--- config.mk ---
export PLATFORM = sky130hd
export DESIGN_NAME = rx_channel
export DESIGN_NICKNAME = d
export VERILOG_FILES = /design/src/rtl/rx_channel.sv
export SDC_FILE = /design/constraint.sdc
export NUM_CORES = 1
export LEC_CHECK = 0
export CORE_MARGIN = 2
export CORE_UTILIZATION = 45
export CTS_CLUSTER_SIZE = 8
export DETAILED_ROUTE_END_ITERATION = 12
export GPL_ROUTABILITY_DRIVEN = 0
export GPL_TIMING_DRIVEN = 0
export PLACE_DENSITY = 0.62
export SETUP_SLACK_MARGIN = 0.1
export SYNTH_ARGS = -nofsm -noshare
export SYNTH_HDL_FRONTEND = slang
export SYNTH_SLANG_ARGS = --single-unit
--- constraint.sdc ---
create_clock -name i_clk -period 4.5 [get_ports i_clk]
set_input_delay 0.675 -clock i_clk [delete_from_list [all_inputs] [get_ports i_clk]]
set_output_delay 0.675 -clock i_clk [all_outputs]
set_load 0.01 [all_outputs]
--- src/rtl/rx_channel.sv ---
// rx_channel: DUART channel receive front end.
// 16x oversampled async deserialiser feeding a 3-deep character FIFO.
module rx_channel #(
  parameter int FIFO_DEPTH = 3,
  parameter int OVERSAMPLE = 16
) (
  input  logic       i_clk,
  input  logic       i_reset_n,
  input  logic       i_rx,
  input  logic       i_baud16_en,
  input  logic       i_rx_enable,
  input  logic [1:0] i_bits,
  input  logic       i_par_en,
  input  logic       i_par_odd,
  input  logic       i_rd_strobe,
  input  logic       i_err_clr,
  output logic [7:0] o_rx_data,
  output logic       o_par_err,
  output logic       o_frame_err,
  output logic       o_overrun,
  output logic       o_rxrdy,
  output logic       o_ffull
);

  localparam int CW = $clog2(OVERSAMPLE);
  localparam logic [CW-1:0] MID = CW'(OVERSAMPLE / 2 - 1);
  localparam logic [CW-1:0] CMAX = CW'(OVERSAMPLE - 1);
  localparam logic [1:0] DMAX = 2'(FIFO_DEPTH - 1);
  localparam logic [1:0] DFULL = 2'(FIFO_DEPTH);

  typedef enum logic [2:0] {
    S_IDLE,
    S_START,
    S_DATA,
    S_PARITY,
    S_STOP,
    S_WAIT_HI
  } state_t;

  logic r_rx_meta;
  logic r_rx_s;

  always_ff @(posedge i_clk or negedge i_reset_n) begin
    if (!i_reset_n) begin
      r_rx_meta <= 1'b1;
      r_rx_s    <= 1'b1;
    end else begin
      r_rx_meta <= i_rx;
      r_rx_s    <= r_rx_meta;
    end
  end

  state_t        r_state;
  state_t        w_state_nx;
  logic [CW-1:0] r_cnt;
  logic [CW-1:0] w_cnt_nx;
  logic [2:0]    r_bidx;
  logic [2:0]    w_bidx_nx;
  logic [7:0]    r_data;
  logic [7:0]    w_data_nx;
  logic          r_par_bit;
  logic          w_par_bit_nx;
  logic          w_mid;
  logic          w_last_bit;
  logic          w_push_req;
  logic [9:0]    w_char;

  assign w_mid      = i_baud16_en && (r_cnt == MID);
  assign w_last_bit = (r_bidx == (3'd4 + {1'b0, i_bits}));
  // Character record is {data, parity error, framing error}
  assign w_char = {r_data,
                   i_par_en & (^r_data ^ r_par_bit ^ i_par_odd),
                   ~r_rx_s};

  always_comb begin
    w_state_nx   = r_state;
    w_cnt_nx     = r_cnt;
    w_bidx_nx    = r_bidx;
    w_data_nx    = r_data;
    w_par_bit_nx = r_par_bit;
    w_push_req   = 1'b0;
    if (i_baud16_en)
      w_cnt_nx = (r_cnt == CMAX) ? '0 : r_cnt + 1'b1;
    unique case (r_state)
      S_IDLE: begin
        w_cnt_nx = '0;
        if (!r_rx_s)
          w_state_nx = S_START;
      end
      S_START: begin
        if (w_mid) begin
          if (r_rx_s) begin
            w_state_nx = S_IDLE;
          end else begin
            w_state_nx = S_DATA;
            w_bidx_nx  = '0;
            w_data_nx  = '0;
          end
        end
      end
      S_DATA: begin
        if (w_mid) begin
          w_data_nx[r_bidx] = r_rx_s;
          w_bidx_nx = r_bidx + 1'b1;
          if (w_last_bit)
            w_state_nx = i_par_en ? S_PARITY : S_STOP;
        end
      end
      S_PARITY: begin
        if (w_mid) begin
          w_par_bit_nx = r_rx_s;
          w_state_nx   = S_STOP;
        end
      end
      S_STOP: begin
        if (w_mid) begin
          w_push_req = 1'b1;
          w_state_nx = r_rx_s ? S_IDLE : S_WAIT_HI;
        end
      end
      S_WAIT_HI: begin
        if (r_rx_s)
          w_state_nx = S_IDLE;
      end
      default: w_state_nx = S_IDLE;
    endcase
    // Disable aborts any partial character without touching the FIFO
    if (!i_rx_enable) begin
      w_state_nx = S_IDLE;
      w_cnt_nx   = '0;
      w_push_req = 1'b0;
    end
  end

  always_ff @(posedge i_clk or negedge i_reset_n) begin
    if (!i_reset_n) begin
      r_state   <= S_IDLE;
      r_cnt     <= '0;
      r_bidx    <= '0;
      r_data    <= '0;
      r_par_bit <= 1'b0;
    end else begin
      r_state   <= w_state_nx;
      r_cnt     <= w_cnt_nx;
      r_bidx    <= w_bidx_nx;
      r_data    <= w_data_nx;
      r_par_bit <= w_par_bit_nx;
    end
  end

  logic [9:0] r_mem [FIFO_DEPTH];
  logic [1:0] r_wr;
  logic [1:0] r_rd;
  logic [1:0] r_count;
  logic [9:0] r_head;
  logic       r_ovr;
  logic       w_pop;
  logic       w_push;
  logic [1:0] w_rd_nx;
  logic [1:0] w_count_nx;
  logic [9:0] w_head_nx;

  function automatic logic [1:0] f_inc(input logic [1:0] p);
    return (p == DMAX) ? 2'd0 : p + 2'd1;
  endfunction

  assign w_pop      = i_rd_strobe && (r_count != 2'd0);
  assign w_push     = w_push_req && ((r_count != DFULL) || w_pop);
  assign w_rd_nx    = w_pop ? f_inc(r_rd) : r_rd;
  assign w_count_nx = r_count + {1'b0, w_push} - {1'b0, w_pop};

  // Head is re-registered; an emptied FIFO keeps showing the last character
  always_comb begin
    w_head_nx = r_head;
    if (w_count_nx != 2'd0)
      w_head_nx = (w_push && (r_wr == w_rd_nx)) ? w_char : r_mem[w_rd_nx];
  end

  always_ff @(posedge i_clk) begin
    if (w_push)
      r_mem[r_wr] <= w_char;
  end

  always_ff @(posedge i_clk or negedge i_reset_n) begin
    if (!i_reset_n) begin
      r_wr    <= '0;
      r_rd    <= '0;
      r_count <= '0;
      r_head  <= '0;
      r_ovr   <= 1'b0;
    end else begin
      if (w_push)
        r_wr <= f_inc(r_wr);
      r_rd    <= w_rd_nx;
      r_count <= w_count_nx;
      r_head  <= w_head_nx;
      r_ovr   <= (r_ovr && !i_err_clr) || (w_push_req && !w_push);
    end
  end

  assign o_rx_data   = r_head[9:2];
  assign o_par_err   = r_head[1];
  assign o_frame_err = r_head[0];
  assign o_overrun   = r_ovr;
  assign o_rxrdy     = (r_count != 2'd0);
  assign o_ffull     = (r_count == DFULL);

endmodule

==> results.sh <==
export IMPL_p_leak_nw=1.78
export IMPL_min_path_type="reg -> reg"
export IMPL_worst_pin_slew_ns=0.966
export IMPL_rows=32
export IMPL_relSlewSlack=0.353
export IMPL_synth_top_flop_cell="dfrtp_1"
export IMPL_cts_hold_fix_buffers=0
export IMPL_route_detailed_wl_per_inst_um=16.7
export IMPL_synth_compound_area_frac=0.156
export IMPL_synth_nets=368
export IMPL_start_util=0.469
export IMPL_placedCellCount=479
export IMPL_layout_cells_non_filler=495
export IMPL_internal_power_mw=0.947
export IMPL_ctsResizeCount=0
export IMPL_critPathMaxFanout=10
export IMPL_drive_gt1_frac=0.117
export IMPL_antenna_left=0
export IMPL_synth_top_family_by_area="simple AND/OR/NAND/NOR gates"
export IMPL_fin_crit_sh=0.661
export IMPL_min_period_ns=2.97
export IMPL_yosysSeqAreaShare=0.506
export IMPL_cts_buffers=9
export IMPL_dp_hpwl_um=5780
export IMPL_final_common_cell="nand2_1"
export IMPL_coreArea_um2=7810
export IMPL_dr_pass1_iters=5
export IMPL_final_cell_mix="nand2_1, dfrtp_1, edfxtp_1, a21oi_1, nand3_1"
export IMPL_vias=2818
export IMPL_yosys_area_share_simple=0.199
export IMPL_n_antenna_cell=0
export IMPL_insertion_delay_ns=0.34
export IMPL_clockBufferDepth=2
export IMPL_vdd_drop_max_v=0.000175
export IMPL_p_sw_mw=0.273
export IMPL_drc_errors=0
export IMPL_nNetsFinal=402
export IMPL_synth_fa_ha_area_frac=0.0102
export IMPL_cts_sinks=68
export IMPL_cellPowerDensity_nw_per_um2=290
export IMPL_postSynthAreaPerCell_um2=10.3
export IMPL_finalClockSkew_ns=0.00833
export IMPL_worstPathRequired_ns=4.76
export IMPL_synth_area_leaders="dfrtp_1, edfxtp_1, nand2_1"
export IMPL_final_hold_viol_count=0
export IMPL_p_comb_frac=0.070
export IMPL_muxShareOfSynthArea=0.0427
export IMPL_finalSetupTns_ns=0
export IMPL_routed_wl_um=8260
export IMPL_wl_met2_um=4040
export IMPL_pin_count=24
export IMPL_end_kind="flop"
export IMPL_async_reset_ff_frac=0.559
export IMPL_met1_length_um=3560
export IMPL_max_cap_viol_count=0
export IMPL_startpoint_type="input port"
export IMPL_grt_antenna_before_repair=0
export IMPL_regArea_um2=1850
export IMPL_netlist_area_um2=3660
export IMPL_synthToLayoutAreaGrowth_pct=14.8
export IMPL_dieWidth_um=94.2
export IMPL_yosys_cell_types_count=66
export IMPL_synth_top_area_frac=0.246
export IMPL_drt_initial_drc_count=182
export IMPL_drv_slew=0
export IMPL_rrSetupSlack_ns=1.60
export IMPL_grt_pass1_wl_um=13800
export IMPL_wl_met3_um=538
export IMPL_p_clk_frac=0.387
export IMPL_p_sw_frac=0.223
export IMPL_seqPwrFrac=0.543
export IMPL_yosysTopAreaCell="dfrtp_1"
export IMPL_synth_seq_cells=68
export IMPL_synth_xor_area_share=0.0475
export IMPL_cts_root_buf="clkbuf_8"
export IMPL_cts_htree_levels=3
export IMPL_cts_tree="done"
export IMPL_post_cts_buffers=0
export IMPL_top_layer_used="met4"
export IMPL_grt_overflow=0
export IMPL_grt_max_degree=39
export IMPL_multi_input_area_um2=1680
export IMPL_fmaxAchievable_mhz=336
export IMPL_portBuffers=22
export IMPL_grtUsageTotal=0.207
export IMPL_hold_slack_ns=0.357
export IMPL_critPathArrivalTime_ns=3.23
export IMPL_p_total_mw=1.22
export IMPL_drt_vias_per_instance=5.69
export IMPL_status="complete, no violations"
export IMPL_rsz0062_at_grt="false"
export IMPL_clk_pin_slew_ns=0.07
export IMPL_setup_violations=0
export IMPL_nFillCells=718
export IMPL_die_area_um2=8880
export IMPL_path_class="in -> reg"
export IMPL_grt_pass1_vias=2756
export IMPL_ys_warn_count=0
export IMPL_die_h_um=94.2
export IMPL_synth_enable_flop_cells=30
export IMPL_syn_inst=354
## worst max-delay path: stages
cell,delay [ns]
clkdlybuf4s50_1,0.46
nand3b_1,0.27
nand4_4,0.23
buf_2,0.30
o21ai_0,0.12
ha_1,0.21
xnor2_1,0.26
nor2_1,0.07
mux2i_1,0.23
buf_4,0.22
nor2_1,0.05
a31oi_1,0.13
## registers in the layout (all words and copies together) (netlist names), 2 cells and up
register	cells
r_count	2
r_mem	30
r_head	10
r_wr	2
r_data	8
r_bidx	3
r_rd	2
r_cnt	4
r_state	3
## cell usage after synthesis (all sizes together), types with 2 or more instances
| cell | count |
|---|---|
| inv | 7 |
| nand3b | 3 |
| and3 | 3 |
| nor3 | 4 |
| mux2 | 2 |
| dfstp | 2 |
| edfxtp | 30 |
| o311ai | 10 |
| a311oi | 2 |
| nand4 | 2 |
| a31oi | 11 |
| xnor2 | 8 |
| nor2 | 22 |
| and2 | 3 |
| dfrtp | 36 |
| buf | 12 |
| nor2b | 8 |
| mux2i | 13 |
| xor2 | 5 |
| a21oi | 24 |
| a221oi | 3 |
| a22oi | 10 |
| or2 | 3 |
| nand2b | 3 |
| a21o | 2 |
| nor3b | 4 |
| ha | 3 |
| clkbuf | 9 |
| o21ai | 4 |
| nand3 | 24 |
| nand2 | 62 |
## worst paths after layout
path                              from   endpoint  cells after the start
min in group asynchronous    i_reset_n  r_head[2]                      1
setup reg to reg              r_cnt[0]  r_head[0]                     13
max in group asynchronous    i_reset_n  r_data[2]                      1
hold / removal               r_rx_meta     r_rx_s                      0
hold reg to reg              r_rx_meta     r_rx_s                      0
setup / recovery           i_rd_strobe  r_head[0]                     12
## kinds of logic (layout without fill, tap and decap cells)
logic type | Yosys count | count (layout)
muxes | 15 | 15
and+or+nand+nor | 146 | 146
adders and majority gates | 3 | 3
buffers and inverters | 28 | 67
AOI/OAI and AO/OA | 80 | 80
DFF | 68 | 68
xor gates and xnor gates | 14 | 14
## layout make-up
cell class	count	area share
multi-input cells	258	0.399
well taps	102	0.0303
flip-flops and latches	68	0.441
clock inverters	3	0.00952
inverters	7	0.00625
repair buffers	23	0.0538
clock buffers	13	0.0330
plain buffers	21	0.0277
## layer usage
| layer | track usage | vias to the layer above |
|---|---|---|
| met5 | 0 | - |
| met2 | 0.339 | 98 |
| met3 | 0.0457 | 13 |
| met1 | 0.265 | 1345 |
| li1 | - | 1362 |
| met4 | 0.0857 | 0 |
## metrics by stage
stage,instance area [um^2],setup slack (ns),util
floorplan,3660,1.86,-
global placement,4010,0.746,0.514
detailed placement,4030,1.17,0.516
CTS,4210,1.52,0.539
global route,4210,1.29,0.539
finish,4210,1.53,0.539
## power groups by stage
| stage | Sequential (mW) | Clock [mW] | Combinational [mW] |
|---|---|---|---|
| CTS | 0.662 | 0.482 | 0.0869 |
| floorplan | 0.672 | 0 | 0.0589 |
| detailed placement | 0.675 | 0 | 0.0866 |
| global route | 0.663 | 0.506 | 0.0961 |
| finish | 0.663 | 0.472 | 0.0856 |
| global placement | 0.675 | 0 | 0.0856 |
Power figures use the tool's default switching activity.
